<file path="config.mk">
export PLATFORM = sky130hd
export DESIGN_NAME = seg_owner_arb
export DESIGN_NICKNAME = d
export VERILOG_FILES = /design/src/rtl/seg_arb_pkg.sv /design/src/rtl/rr_pick.sv /design/src/rtl/seg_owner_arb.sv
export SDC_FILE = /design/constraint.sdc
export NUM_CORES = 1
export LEC_CHECK = 0
export BUFFER_PORTS_ARGS = -buffer_cell sky130_fd_sc_hd__buf_2
export CORE_ASPECT_RATIO = 0.75
export CORE_UTILIZATION = 60
export CTS_BUF_LIST = sky130_fd_sc_hd__clkbuf_4 sky130_fd_sc_hd__clkbuf_8
export DETAILED_ROUTE_END_ITERATION = 6
export GPL_ROUTABILITY_DRIVEN = 0
export HOLD_SLACK_MARGIN = 0.15
export PLACE_DENSITY = 0.88
export SYNTH_ARGS = -nofsm -noshare
export SYNTH_HDL_FRONTEND = slang
export SYNTH_SLANG_ARGS = --single-unit
</file>
<file path="constraint.sdc">
create_clock -name CLK -period 6.56 [get_ports CLK]
set_clock_uncertainty 0.15 [all_clocks]
set_input_delay 0 -clock CLK [delete_from_list [all_inputs] [get_ports CLK]]
set_output_delay 0 -clock CLK [all_outputs]
set_load 0.05 [all_outputs]
</file>
<file path="src/rtl/seg_arb_pkg.sv">
// Shared types and constants for the segment-display owner arbiters.
package seg_arb_pkg;
    typedef enum logic {IDLE = 1'b0, GRANT = 1'b1} state_t;

    localparam int          NDIG     = 4;
    localparam logic [7:0]  BLANK    = 8'hFF;
    localparam logic [3:0]  BTN_IDLE = 4'b1111;
endpackage

</file>
<file path="src/rtl/rr_pick.sv">
// Combinational owner picker: a pinned requester wins if it is asking,
// otherwise round-robin starting just after the last owner.
module rr_pick
    import seg_arb_pkg::*;
#(
    parameter int NREQ = 4,
    parameter int IW   = (NREQ > 1) ? $clog2(NREQ) : 1
) (
    input  logic [NREQ-1:0] req,
    input  logic [IW-1:0]   rr_last,
    input  logic [IW-1:0]   pin,
    input  logic            pin_valid,
    output logic [IW-1:0]   pick,
    output logic            any
);
    logic [IW-1:0] rr_idx;
    logic [IW-1:0] cand;
    logic          found;

    // Explicit modulo so non-power-of-two NREQ wraps correctly.
    always_comb begin
        rr_idx = '0;
        cand   = '0;
        found  = 1'b0;
        for (int k = 1; k <= NREQ; k++) begin
            cand = IW'((int'(rr_last) + k) % NREQ);
            if (!found && req[cand]) begin
                found  = 1'b1;
                rr_idx = cand;
            end
        end
    end

    assign any  = |req;
    assign pick = (pin_valid && req[pin]) ? pin : rr_idx;
endmodule

</file>
<file path="src/rtl/seg_owner_arb.sv">
// Time-shares the four active-low segment digits between NREQ pattern
// generators: round-robin grants bounded in ticks, button-pinned preemption.
module seg_owner_arb
    import seg_arb_pkg::*;
#(
    parameter int NREQ   = 4,
    parameter int TICK_W = 24,
    parameter int HOLD   = 4
) (
    input  logic              CLK,
    input  logic              rst_n,
    input  logic [3:0]        btn,
    input  logic [NREQ-1:0]   req,
    input  logic [8*NREQ-1:0] pat,
    input  logic [2*NREQ-1:0] dig,
    output logic [NREQ-1:0]   gnt,
    output logic              tick,
    output logic [7:0]        BCD,
    output logic [7:0]        BCD1,
    output logic [7:0]        BCD2,
    output logic [7:0]        BCD3
);
    localparam int IW = (NREQ > 1) ? $clog2(NREQ) : 1;
    localparam int HW = (HOLD > 1) ? $clog2(HOLD) : 1;

    logic [TICK_W-1:0]          presc;
    logic [3:0]                 btn_s1, btn_s2;
    logic [IW-1:0]              pin, btn_idx;
    logic                       pin_valid, btn_hit;
    state_t                     state;
    logic [IW-1:0]              owner, rr_last, pick;
    logic                       any;
    logic [HW-1:0]              hold_cnt;
    logic [NDIG-1:0][7:0]       seg;
    logic [NREQ-1:0][7:0]       pat_v;
    logic [NREQ-1:0][1:0]       dig_v;
    logic                       preempt, release_now;

    assign pat_v = pat;
    assign dig_v = dig;

    always_ff @(posedge CLK or negedge rst_n) begin
        if (!rst_n) begin
            presc <= '0;
            tick  <= 1'b0;
        end else begin
            presc <= presc + TICK_W'(1);
            tick  <= &presc;
        end
    end

    // Lowest pressed button that names a real requester; others are ignored.
    always_comb begin
        btn_hit = 1'b0;
        btn_idx = '0;
        for (int i = 3; i >= 0; i--) begin
            if (!btn_s2[i] && i < NREQ) begin
                btn_hit = 1'b1;
                btn_idx = IW'(i);
            end
        end
    end

    always_ff @(posedge CLK or negedge rst_n) begin
        if (!rst_n) begin
            btn_s1    <= BTN_IDLE;
            btn_s2    <= BTN_IDLE;
            pin       <= '0;
            pin_valid <= 1'b0;
        end else begin
            btn_s1 <= btn;
            btn_s2 <= btn_s1;
            if (btn_hit) begin
                pin       <= btn_idx;
                pin_valid <= 1'b1;
            end
        end
    end

    rr_pick #(.NREQ(NREQ), .IW(IW)) u_pick (
        .req       (req),
        .rr_last   (rr_last),
        .pin       (pin),
        .pin_valid (pin_valid),
        .pick      (pick),
        .any       (any)
    );

    assign preempt     = pin_valid && (pin != owner) && req[pin];
    assign release_now = (tick && hold_cnt == '0) || !req[owner] || preempt;

    // Release always drops to IDLE, giving a one-cycle gnt=0 gap between owners.
    always_ff @(posedge CLK or negedge rst_n) begin
        if (!rst_n) begin
            state    <= IDLE;
            gnt      <= '0;
            owner    <= '0;
            rr_last  <= IW'(NREQ-1);
            hold_cnt <= '0;
            seg      <= {NDIG{BLANK}};
        end else begin
            case (state)
                IDLE: begin
                    gnt <= '0;
                    if (any) begin
                        owner    <= pick;
                        gnt      <= NREQ'(1) << pick;
                        rr_last  <= pick;
                        hold_cnt <= HW'(HOLD-1);
                        state    <= GRANT;
                    end
                end
                GRANT: begin
                    if (release_now) begin
                        gnt   <= '0;
                        state <= IDLE;
                    end else begin
                        if (tick)
                            hold_cnt <= hold_cnt - HW'(1);
                        seg[dig_v[owner]] <= ~pat_v[owner];
                    end
                end
            endcase
        end
    end

    assign BCD  = seg[0];
    assign BCD1 = seg[1];
    assign BCD2 = seg[2];
    assign BCD3 = seg[3];
endmodule

</file>
==> summary by stage <==
Global routing
The initial antenna violation count is 0. The first-pass GRT wire length is 14800 um. Entering global routing, the biggest net connects 80 pins. The global routing usage summed across all routing layers is 31.6%. The overall overflow remaining after global route is 0.

The via count of the first global-routing pass came to 2977.

Timing
Subtracting the final worst setup slack from the clock period gives 3380 ps. The worst slack on hold paths is 167 ps. The max-slew violation count is 0.

The sum of negative setup slack is 0 ps. The final number of hold-violating endpoints was 0. Timing would allow up to 0.296 GHz.

In this run the tightest slew margin relative to its limit is 32.2%. Setup repair after global routing left no endpoint under its margin. The transition time of the tightest slew-check pin is 1020 ps.

The post-route fraction of the period consumed by the critical path is 51.6%. Setup violations remaining at the end of the flow were counted as 0.

Die
The die is 91.5 um wide. The area of the core is 5800 um^2. The y dimension of the die is 69.2 um. The total die area is 6330 um^2. The row count is 24.

The initial core utilization is 62.2%. For this design the top-level I/O count stands at 87.

Route
The starting DRC count in detailed routing is 158. Summing over every cut layer, the via total after detailed routing is 2820. The count of nets left with antenna violations after detail routing is 0.

The final layout contains routed wiring with a total length of 9320 um. The average via count per standard cell is 5.80. In the routed design, unresolved DRC markers number 0. The count of TritonRoute iterations in the first routing pass is 5. Dividing the detail-routed wire length by the instance count gives 19.2 um.

Final layout
Once layout is complete, the utilization of the core stands at 79.8%. 0 antenna diodes ended up in the layout. The relative area change from synthesis to final layout is 28.2%.

Leaving out fill and tap cells, the most frequent cells in the layout are sky130_fd_sc_hd__buf_2, sky130_fd_sc_hd__dfstp_2, sky130_fd_sc_hd__mux2_2, sky130_fd_sc_hd__dfrtp_1, sky130_fd_sc_hd__dlygate4sd3_1. Leaving out fill and tap cells, the most frequent cell in the layout is sky130_fd_sc_hd__buf_2. After filler insertion, the fill cell instance count of the layout stands at 299. The share of layout cells above drive strength 1 is 48.0%. The total number of nets in the final design is 455.

Yosys
In the synthesized netlist the async set-or-reset flop fraction comes to 100%. The summed instance area of the synthesized netlist is 3610 um^2. In the synthesized netlist the dominant register cell turns out to be sky130_fd_sc_hd__dfstp_2. The synthesized netlist cell count is 281. The number of synthesized flops with an enable pin is 0. The synthesized flop and latch total is 79. A synthesized cell averages 12.8 um^2.

Summing the sequential cell areas from Yosys gives 56.3% of the chip area. During synthesis, Yosys emitted a total of 0 warnings. The net count after synthesis is 333. The number of different library cells used by synthesis comes to 47.

Worst setup path
The largest single stage delay on the critical path is 1020 ps. The setup path with the least slack is of type reg -> reg. The arrival time of the worst setup path is 3540 ps. The sort of element at the start of the critical path is a flop. The worst setup path is captured at a flop. On the critical path, the stage with the largest delay is an instance of sky130_fd_sc_hd__dfrtp_1. The signal on the critical path passes through mux2_2 -> dlygate4sd3_1 -> o21ai_0 -> dlygate4sd3_1 -> mux2_2.

The largest fanout of any net on the critical path is 22. STA puts the critical path data required time at 6720 ps.

Power and ir drop
Across the VDD grid, the largest voltage drop is 0.000356 V. The leakage component of the power is 0.00216 uW. The cell area power density is 470 nW/um^2.

Flow run
Across the run, the number of max-cap violations was 0.

CTS
Counting every sink on the clock net gives 79. The CTS tree is built. The cell sitting at the root of the clock tree is a sky130_fd_sc_hd__clkbuf_8. The post-cts repair resize count is 0. After clock tree synthesis, the clock-pin slew on the worst setup and hold paths is 90 ps. The largest buffer count on any clock path is 2. The clock reaches the later pin of the worst-skew pair after 360 ps. Counting the buffers created by CTS gives 9.

The H-tree generated during clock tree synthesis spans 3 levels.

Worst hold path
The class of the most critical hold timing path is in -> reg.

Placed design
The number of buffers added on ports is 86. The HPWL after detailed placement is 5430 um.

Run status
The flow ran to the end, and the final reports show no timing, DRC or antenna violations.
-- state kept, by name, summed over array words and instances (netlist names) --
signal     count
presc         24
BCD1           8
BCD2           8
BCD3           8
BCD            8
btn_s1         4
btn_s2         4
gnt            4
hold_cnt       2
owner          2
pin            2
rr_last        2
pin_valid      1
state          1
tick           1
-- timing repair --
item                      4_1_cts  5_1_grt
hold endpoints to repair       60        1
buffers inserted                0        0
hold buffers                   29        1
-- area by class of cell --
type / count / area, um^2 / share of cell area, %
Clock inverter: 7 / 87.6 / 1.89
Inverter: 9 / 33.8 / 0.730
Multi-Input combinational cell: 187 / 1520 / 32.8
Sequential cell: 79 / 2030 / 43.9
Tap cell: 78 / 97.6 / 2.11
Timing Repair Buffer: 117 / 738 / 16.0
Clock buffer: 9 / 124 / 2.68
-- critical path, delay by kind of cell, from the launching register on --
family | cells | cell delay, ps
AOI/OAI and AO/OA | 1 | 370
buffers and inverters | 2 | 1210
muxes | 2 | 570
DFF | 1 | 1020
-- cells by family after synthesis --
| group | after synthesis | share of synthesized area (%) |
|---|---|---|
| muxes | 54 | 17.6 |
| xor gates and xnor gates | 23 | 5.58 |
| and+or+nand+nor | 71 | 10.3 |
| buffers and inverters | 15 | 1.73 |
| DFF | 79 | 56.3 |
| adders and majority gates | 2 | 0.694 |
| AOI/OAI and AO/OA | 37 | 7.84 |
-- per-layer routing --
layer | vias up | share of wire (%) | track usage, %
met1 | 1400 | 40 | 36.9
met2 | 133 | 51 | 53.1
met4 | 0 | 3.9 | 15.7
met3 | 44 | 5.7 | 9.38
li1 | 1243 | - | -
met5 | - | 0 | 0
-- report_power, final --
| group | internal [uW] | total (uW) | leakage, uW | switching [uW] |
|---|---|---|---|---|
| registers | 681 | 805 | 0.000916 | 123 |
| logic | 338 | 977 | 0.00113 | 639 |
| clock network | 211 | 392 | 0.000109 | 180 |
| total | 1230 | 2170 | 0.00216 | 943 |
-- final timing paths --
check / cells past startpoint / start / slack, ps / end
setup / recovery: 5 / owner[1]$_DFFE_PN0P_ / 3180 / BCD1[5]$_DFFE_PN1P_
hold / removal: 5 / pat[25] / 170 / BCD[1]$_DFFE_PN1P_
setup reg to reg: 5 / owner[1]$_DFFE_PN0P_ / 3180 / BCD1[5]$_DFFE_PN1P_
hold reg to reg: 0 / btn_s1[3]$_DFF_PN1_ / 210 / btn_s2[3]$_DFF_PN1_
max in group asynchronous: 3 / rst_n / 5390 / presc[3]$_DFF_PN0_
min in group asynchronous: 3 / rst_n / 250 / gnt[0]$_DFFE_PN0N_
-- metrics by stage --
step                      std cells  power [uW]  setup slack [ps]  cell area, um^2
after global placement          440        1670              3610             4110
after floorplan                 281        1500              4150             3610
after CTS                       485        2150              3330             4620
after detailed placement        440        1710              3450             4110
after global routing            486        2260              3090             4630
final                           486        2170              3180             4630
-- cell usage after synthesis (all sizes together) (3+ instances only) --
cell    number  area [um^2]
o21a         3         22.5
nand3       10         55.1
and3         5         31.3
nor2        12         45.0
dfrtp       37          926
mux2i       10          100
nor3         3         15.0
inv          9         33.8
buf          6         28.8
nand4        3         18.8
dfstp       42         1100
o21ai       12         60.1
xor2         7         61.3
nand2       25         93.8
a21boi       3         22.5
mux2        41          465
nand2b       3         18.8
xnor2       16          140
mux4         3         67.6
Note: power is estimated with default switching activity, not from simulation.
